**config.mk**
```make
export PLATFORM = sky130hd
export DESIGN_NAME = multicycle_datapath
export DESIGN_NICKNAME = d
export VERILOG_FILES = /design/src/rtl/riscv_pkg.sv /design/src/rtl/register_file.sv /design/src/rtl/multicycle_datapath.sv
export SDC_FILE = /design/constraint.sdc
export NUM_CORES = 2
export LEC_CHECK = 0
export CORE_UTILIZATION = 33
export CTS_BUF_LIST = sky130_fd_sc_hd__clkbuf_4
export CTS_CLUSTER_DIAMETER = 100
export DETAILED_ROUTE_END_ITERATION = 8
export PLACE_DENSITY_LB_ADDON = 0.2
export SKIP_LAST_GASP = 1
export SYNTH_ARGS = -nofsm -noshare
export SYNTH_HDL_FRONTEND = slang
export SYNTH_SLANG_ARGS = --single-unit
```
**constraint.sdc**
```tcl
create_clock -name clk -period 6.44 [get_ports clk]
set_clock_uncertainty 0.1 [all_clocks]
set_input_delay 1.288 -clock clk [delete_from_list [all_inputs] [get_ports clk]]
set_output_delay 1.288 -clock clk [all_outputs]
set_load 0.05 [all_outputs]
```
**src/rtl/riscv_pkg.sv**
```systemverilog
// Shared RV32I constants, ALU operation enum, operand-select encodings and the
// immediate generator used by the multicycle datapath.
package riscv_pkg;

  localparam logic [6:0] LW      = 7'b0000011;
  localparam logic [6:0] SW      = 7'b0100011;
  localparam logic [6:0] RTYPE   = 7'b0110011;
  localparam logic [6:0] ITYPE   = 7'b0010011;
  localparam logic [6:0] JALI    = 7'b1101111;
  localparam logic [6:0] BRANCHI = 7'b1100011;
  localparam logic [6:0] JALRI   = 7'b1100111;
  localparam logic [6:0] AUIPCI  = 7'b0010111;
  localparam logic [6:0] LUII    = 7'b0110111;

  typedef enum logic [3:0] {
    AluAdd, AluSub, AluSll, AluSlt, AluSltu, AluXor,
    AluSrl, AluSra, AluOr, AluAnd, AluZero
  } alu_op_e;

  localparam logic [1:0] SrcAPc    = 2'b00;
  localparam logic [1:0] SrcAReg   = 2'b01;
  localparam logic [1:0] SrcAOldPc = 2'b10;
  localparam logic [1:0] SrcAZero  = 2'b11;

  localparam logic [1:0] SrcBReg  = 2'b00;
  localparam logic [1:0] SrcBFour = 2'b01;
  localparam logic [1:0] SrcBImm  = 2'b10;
  localparam logic [1:0] SrcBZero = 2'b11;

  localparam logic [2:0] F3AddSub = 3'b000;
  localparam logic [2:0] F3Sll    = 3'b001;
  localparam logic [2:0] F3Slt    = 3'b010;
  localparam logic [2:0] F3Sltu   = 3'b011;
  localparam logic [2:0] F3Xor    = 3'b100;
  localparam logic [2:0] F3Sr     = 3'b101;
  localparam logic [2:0] F3Or     = 3'b110;
  localparam logic [2:0] F3And    = 3'b111;

  localparam logic [2:0] F3Beq  = 3'b000;
  localparam logic [2:0] F3Bne  = 3'b001;
  localparam logic [2:0] F3Blt  = 3'b100;
  localparam logic [2:0] F3Bge  = 3'b101;
  localparam logic [2:0] F3Bltu = 3'b110;
  localparam logic [2:0] F3Bgeu = 3'b111;

  function automatic logic [31:0] imm_gen(input logic [31:0] ir);
    logic [31:0] imm;
    imm = '0;
    case (ir[6:0])
      LW, ITYPE, JALRI: imm = {{20{ir[31]}}, ir[31:20]};
      SW:               imm = {{20{ir[31]}}, ir[31:25], ir[11:7]};
      BRANCHI:          imm = {{19{ir[31]}}, ir[31], ir[7], ir[30:25], ir[11:8], 1'b0};
      LUII, AUIPCI:     imm = {ir[31:12], 12'b0};
      JALI:             imm = {{11{ir[31]}}, ir[31], ir[19:12], ir[20], ir[30:21], 1'b0};
      default:          imm = '0;
    endcase
    return imm;
  endfunction

endpackage

```
**src/rtl/register_file.sv**
```systemverilog
// 32x32 register file: two combinational read ports, one synchronous write
// port, asynchronous clear, x0 hardwired to zero.
module register_file (
  input  logic        clk_i,
  input  logic        rst_ni,
  input  logic [4:0]  raddr1_i,
  input  logic [4:0]  raddr2_i,
  output logic [31:0] rdata1_o,
  output logic [31:0] rdata2_o,
  input  logic        we_i,
  input  logic [4:0]  waddr_i,
  input  logic [31:0] wdata_i
);

  logic [31:0] regs_q [32];

  always_ff @(posedge clk_i or negedge rst_ni) begin
    if (!rst_ni) begin
      for (int i = 0; i < 32; i++) begin
        regs_q[i] <= '0;
      end
    end else if (we_i && (waddr_i != 5'd0)) begin
      regs_q[waddr_i] <= wdata_i;
    end
  end

  // No write-to-read bypass: a same-cycle read sees the pre-write value.
  assign rdata1_o = (raddr1_i == 5'd0) ? 32'd0 : regs_q[raddr1_i];
  assign rdata2_o = (raddr2_i == 5'd0) ? 32'd0 : regs_q[raddr2_i];

endmodule

```
**src/rtl/multicycle_datapath.sv**
```systemverilog
// Multicycle RV32I datapath steered by an external control FSM.
// Define DATAPATH_SHIFT_EN to build the SLL/SRL/SRA shifter.
module multicycle_datapath
  import riscv_pkg::*;
(
  input  logic        clk,
  input  logic        rst_n,
  input  logic        pc_write,
  input  logic        ir_write,
  input  logic        pc_source,
  input  logic        reg_write,
  input  logic        memory_read,
  input  logic        is_immediate,
  input  logic        memory_write,
  input  logic        pc_write_cond,
  input  logic        lorD,
  input  logic        memory_to_reg,
  input  logic [1:0]  aluop,
  input  logic [1:0]  alu_src_a,
  input  logic [1:0]  alu_src_b,
  output logic [6:0]  instruction_opcode,
  output logic [31:0] mem_addr,
  output logic [31:0] mem_wdata,
  output logic        mem_rd,
  output logic        mem_wr,
  input  logic [31:0] mem_rdata
);

  logic [31:0] pc_q, pc_d, ir_q, old_pc_q, mdr_q, a_q, b_q, alu_out_q;
  logic [31:0] rs1_data, rs2_data, imm, op_a, op_b, alu_res, wb_data;
  logic [2:0]  funct3;
  logic        funct7_b5, taken, pc_en;
  alu_op_e     alu_op;

  assign funct3    = ir_q[14:12];
  assign funct7_b5 = ir_q[30];
  assign imm       = imm_gen(ir_q);
  assign wb_data   = memory_to_reg ? mdr_q : alu_out_q;

  register_file u_rf (
    .clk_i    (clk),
    .rst_ni   (rst_n),
    .raddr1_i (ir_q[19:15]),
    .raddr2_i (ir_q[24:20]),
    .rdata1_o (rs1_data),
    .rdata2_o (rs2_data),
    .we_i     (reg_write),
    .waddr_i  (ir_q[11:7]),
    .wdata_i  (wb_data)
  );

  always_comb begin
    op_a = '0;
    unique case (alu_src_a)
      SrcAPc:    op_a = pc_q;
      SrcAReg:   op_a = a_q;
      SrcAOldPc: op_a = old_pc_q;
      SrcAZero:  op_a = '0;
      default:   op_a = '0;
    endcase
    op_b = '0;
    unique case (alu_src_b)
      SrcBReg:  op_b = b_q;
      SrcBFour: op_b = 32'd4;
      SrcBImm:  op_b = imm;
      SrcBZero: op_b = '0;
      default:  op_b = '0;
    endcase
  end

  always_comb begin
    alu_op = AluAdd;
    case (aluop)
      2'b01: alu_op = AluSub;
      2'b10: begin
        unique case (funct3)
          // Immediate forms have no SUBI; bit 30 is part of the immediate there.
          F3AddSub: alu_op = (funct7_b5 && !is_immediate) ? AluSub : AluAdd;
          F3Slt:    alu_op = AluSlt;
          F3Sltu:   alu_op = AluSltu;
          F3Xor:    alu_op = AluXor;
          F3Or:     alu_op = AluOr;
          F3And:    alu_op = AluAnd;
`ifdef DATAPATH_SHIFT_EN
          F3Sll:    alu_op = AluSll;
          F3Sr:     alu_op = funct7_b5 ? AluSra : AluSrl;
`else
          F3Sll:    alu_op = AluZero;
          F3Sr:     alu_op = AluZero;
`endif
          default:  alu_op = AluZero;
        endcase
      end
      default: alu_op = AluAdd;
    endcase
  end

  always_comb begin
    alu_res = '0;
    case (alu_op)
      AluAdd:  alu_res = op_a + op_b;
      AluSub:  alu_res = op_a - op_b;
      AluSlt:  alu_res = {31'd0, $signed(op_a) < $signed(op_b)};
      AluSltu: alu_res = {31'd0, op_a < op_b};
      AluXor:  alu_res = op_a ^ op_b;
      AluOr:   alu_res = op_a | op_b;
      AluAnd:  alu_res = op_a & op_b;
`ifdef DATAPATH_SHIFT_EN
      AluSll:  alu_res = op_a << op_b[4:0];
      AluSrl:  alu_res = op_a >> op_b[4:0];
      AluSra:  alu_res = $unsigned($signed(op_a) >>> op_b[4:0]);
`endif
      default: alu_res = '0;
    endcase
  end

  always_comb begin
    taken = 1'b0;
    case (funct3)
      F3Beq:   taken = (a_q == b_q);
      F3Bne:   taken = (a_q != b_q);
      F3Blt:   taken = ($signed(a_q) < $signed(b_q));
      F3Bge:   taken = ($signed(a_q) >= $signed(b_q));
      F3Bltu:  taken = (a_q < b_q);
      F3Bgeu:  taken = (a_q >= b_q);
      default: taken = 1'b0;
    endcase
  end

  assign pc_en = pc_write | (pc_write_cond & taken);
  assign pc_d  = pc_en ? (pc_source ? alu_out_q : alu_res) : pc_q;

  always_ff @(posedge clk or negedge rst_n) begin
    if (!rst_n) begin
      pc_q      <= '0;
      ir_q      <= '0;
      old_pc_q  <= '0;
      mdr_q     <= '0;
      a_q       <= '0;
      b_q       <= '0;
      alu_out_q <= '0;
    end else begin
      pc_q      <= pc_d;
      mdr_q     <= mem_rdata;
      a_q       <= rs1_data;
      b_q       <= rs2_data;
      alu_out_q <= alu_res;
      if (ir_write) begin
        ir_q     <= mem_rdata;
        old_pc_q <= pc_q;
      end
    end
  end

  assign instruction_opcode = ir_q[6:0];
  assign mem_addr           = lorD ? alu_out_q : pc_q;
  assign mem_wdata          = b_q;
  assign mem_rd             = memory_read;
  assign mem_wr             = memory_write;

endmodule

```
==> impl_results.md <==
* Critical Path AT at about 7 ns
* First-pass GRT wire length at roughly 360000 um
* Critical path endpoint category: flip-flop
* Synthesized flop and latch total at about 1200
* Syn Std Cell Area at ~68000 sq um
* Clk sink count at 1248
* Layout cell share with drive strength beyond 1 at 25.1%
* Asr flop ratio synth at 100%
* Pwr/cell area at between 400 and 500 nW/um^2
* Top Family by Delay on Critical Path: compound AO/OA/AOI/OAI gates
* Filler cell count at roughly 20000
* Area taken by multi-input logic gates at ~34000 sq um
* Routed wire length at about 250000 um
* Post-DP HPWL at ~150000 um
* EDFF count, synth at 0
* Clock Pin Slew Worst Setup and Hold Paths at 0.07 ns
* Min Tclk post-route at ~5.7 ns
* Maximum VDD drop at about 0.19 mV
* CP most frequent cell: buf_4
* Worst path slowest cell: o21ai_1
* Mapped Cells at 6044
* Largest fanout on the critical path at 7
* Hold path cells at 1
* FF+latch area at 31300 sq um
* Antenna-violating nets left at 0
* Largest net degree at the start of global routing at between 150 and 200
* CTS Buf Count at ~360
* I/O pin count at between 100 and 150
* Vias in the first global route at about 52000
* Initial antenna violation count at 7
* Crit path buffers/inverters at 4
* Drt drc at 0
* RR Endpoint: pc_q[31]
* Die ar. at a little over 200000 sq um
* Max_slew headroom at 21.6%
* Sequential element share of the synthesized area at between 40% and 50%
* DR pass1 iterations at 6
* Drt initial violations at between 4000 and 5000
* WS Path Type: reg2reg
* CTS H-tree depth at 5
* Maximum Capacitance Violations at 0
* # setup viols final at 0
* Root buffer cell: clkbuf_4
* RePlAce Congestion at 0.919
* Non-filler cells, final at about 9000
* Tightest Hold Check Type: in2reg
* Die H at 455 um
* Layout Nets at 6285
* Crit path cell chain: nor2b_1 > nand3_1 > a21oi_1 > or2_2 > nor2_1 > nor2_1 > buf_4 > nand2_1 > o21ai_0 > inv_1 > ha_1 > o311ai_1 > buf_4 > a21oi_2 > o21ai_1 > a21oi_1 > a211oi_2 > a2111oi_0 > a211oi_1 > buf_4 > a211oi_2
* Post-synth cell types at 98
* DIE WIDTH at around 460 um
* DR vias at a little over 50000
* Status: finished clean
* CP Launch Type: flip-flop
* Post-CTS Setup Inserts at 0
* RSZ-0062 raised after global routing: no
* Post-Syn Nets at about 6200
* IO buf count at 118
* Cell count after placement at roughly 8400
* Initial core utilization at between 30% and 40%
* Total core area at around 200000 sq um
* Synth Warn # at 0
* Hold Path End: mdr_q[1]
* Worst-margin pin slew at ~1.2 ns
* Critical R2R Launch: ir_q[4]
* CP peak stage delay at just under 0.5 ns
* Final Hold Viols at 0
* Row Count at between 150 and 200
* CP Data Required Time at between 7 and 8 ns
* Area growth syn-to-layout at 12.6%
* Insertion delay to the later sink of the worst-skew pair at between 1 and 1.5 ns
* Leakage power total at around 0.032 uW
* Fmax at between 150 and 200 MHz
* Grt ovf at 0
* Final setup TNS at 0 ns
* Drt wl/cell at roughly 27 um
* Vias per inst at 5.64
* Flop2flop setup slack at 0.72 ns
* Worst hold start: mem_rdata[1]
* Max-slew violation count at 0
* TritonCTS clock tree: yes
* GRT Overall Usage at between 20% and 30%
* Period utilization at between 80% and 90%
* Syn Area/Cell at 11.2 sq um
* R2R cell count at 21
* Clock Tree Buf Depth at 4
* Post-synth top flop: dfrtp_1
==> cells by family after synthesis <==
family | after synthesis | share of synthesized area, %
XOR/XNOR | 2 | 0.0258
buffers and inverters | 730 | 4.20
AND/OR/NAND/NOR | 1518 | 9.13
flip-flops | 1248 | 46.0
multiplexers | 906 | 25.4
AO/OA/AOI/OAI | 1502 | 12.6
adder cells (fa/ha/maj) | 138 | 2.57
==> routing by layer <==
| layer | global-route usage [%] | wire length, um | part of all wire [%] | vias up |
|---|---|---|---|---|
| li1 | - | - | - | 22300 |
| met1 | 31.9 | 105000 | 43 | 26300 |
| met2 | 37.8 | 115000 | 47 | 1932 |
| met3 | 4.15 | 15400 | 6.2 | 457 |
| met4 | 10.4 | 10300 | 4.2 | 0 |
| met5 | 0 | 0 | 0 | - |
==> synthesized netlist by cell type (8+ instances only) <==
cell type,count,share of area [%]
a211oi_1,18,0.20
o31ai_1,14,0.15
a22o_1,27,0.35
a31oi_1,13,0.12
clkbuf_1,485,2.7
o22ai_1,8,0.074
dfrtp_1,1248,46
nor2_1,797,4.4
o21ai_0,474,3.5
mux2_2,112,1.9
ha_1,136,2.5
buf_4,12,0.13
a21oi_1,728,5.4
buf_1,68,0.38
or3_1,8,0.074
mux2_1,8,0.13
a21o_1,37,0.41
mux4_2,640,21
mux2i_1,140,2.1
nand4_1,16,0.15
buf_2,20,0.15
nor2b_1,22,0.20
o21ai_1,9,0.066
or2_2,10,0.092
o221ai_1,9,0.12
nand2b_1,17,0.16
nor3_1,42,0.31
and2_1,11,0.10
o21bai_1,12,0.13
inv_1,138,0.76
nand2_1,517,2.9
o211ai_1,34,0.38
nand3_1,36,0.27
o31a_1,8,0.10
o21a_1,10,0.11
==> state kept, by name, summed over array words and instances, names as in the netlist <==
signal and flops:
a_q 32, alu_out_q 32, ir_q 32, mdr_q 32, mem_wdata 32, old_pc_q 32, pc_q 32, u_rf.regs_q 1024
==> how the worst max path moves through the flow <==
stage	from	endpoint	slack, ns	depth (start not counted)
finish	ir_q[4]	pc_q[31]	0.72	21
global placement	alu_src_a[0]	pc_q[28]	0.30	17
detailed placement	alu_src_a[0]	pc_q[28]	0.29	17
CTS	ir_q[4]	pc_q[31]	0.87	20
floorplan	alu_src_a[1]	pc_q[20]	1.23	16
global route	ir_q[4]	pc_q[31]	0.46	20
==> stage by stage <==
step	instance area (sq um)	worst slack (ns)	hold WS (ns)	total power [uW]	utilization (%)
after floorplan	67800	1.23	0.341	22100	-
after global placement	72100	0.298	0.276	26200	35.3
after detailed placement	72100	0.289	0.283	26600	35.3
after CTS	76300	0.872	0.136	34000	37.4
after global routing	76400	0.460	0.213	36000	37.4
final	76400	0.719	0.279	33800	37.4
==> what timing repair did <==
item / CTS / global route
hold buffers: 1 / 0
resized for setup: 0 / 0
endpoints found under the hold margin: 106 / 0
==> cell usage in the layout (no fill, tap or decap), types with 16 or more instances in the layout <==
master              n
a211oi_1           18
a21o_1             36
a21oi_1           727
a22o_1             27
buf_12             28
buf_4             139
clkbuf_4          516
clkdlybuf4s50_1   113
clkinv_1           66
dfrtp_1          1238
ha_1              136
inv_1             138
mux2_2            112
mux2i_1           108
mux2i_2            29
mux4_2            640
nand2_1           506
nand2b_1           17
nand3_1            35
nand4_1            16
nor2_1            781
nor2b_1            19
nor3_1             38
o211ai_1           34
o21ai_0           474
==> power by group <==
group          total (uW)  internal [uW]  switching (uW)
logic               13000           6130            6820
registers           13700          11000            2740
clock network        7190           3680            3500
==> cell type report <==
class                      instances  share of cell area, %
multi-input combinational       4066                   44.8
timing repair buffer             284                   3.64
inverter                         141                  0.693
tap                             2688                   4.40
antenna                            9                 0.0295
clock buffer                     516                   5.07
clock inverter                    81                  0.462
sequential                      1248                   40.9
Note: power is estimated with default switching activity, not from simulation.
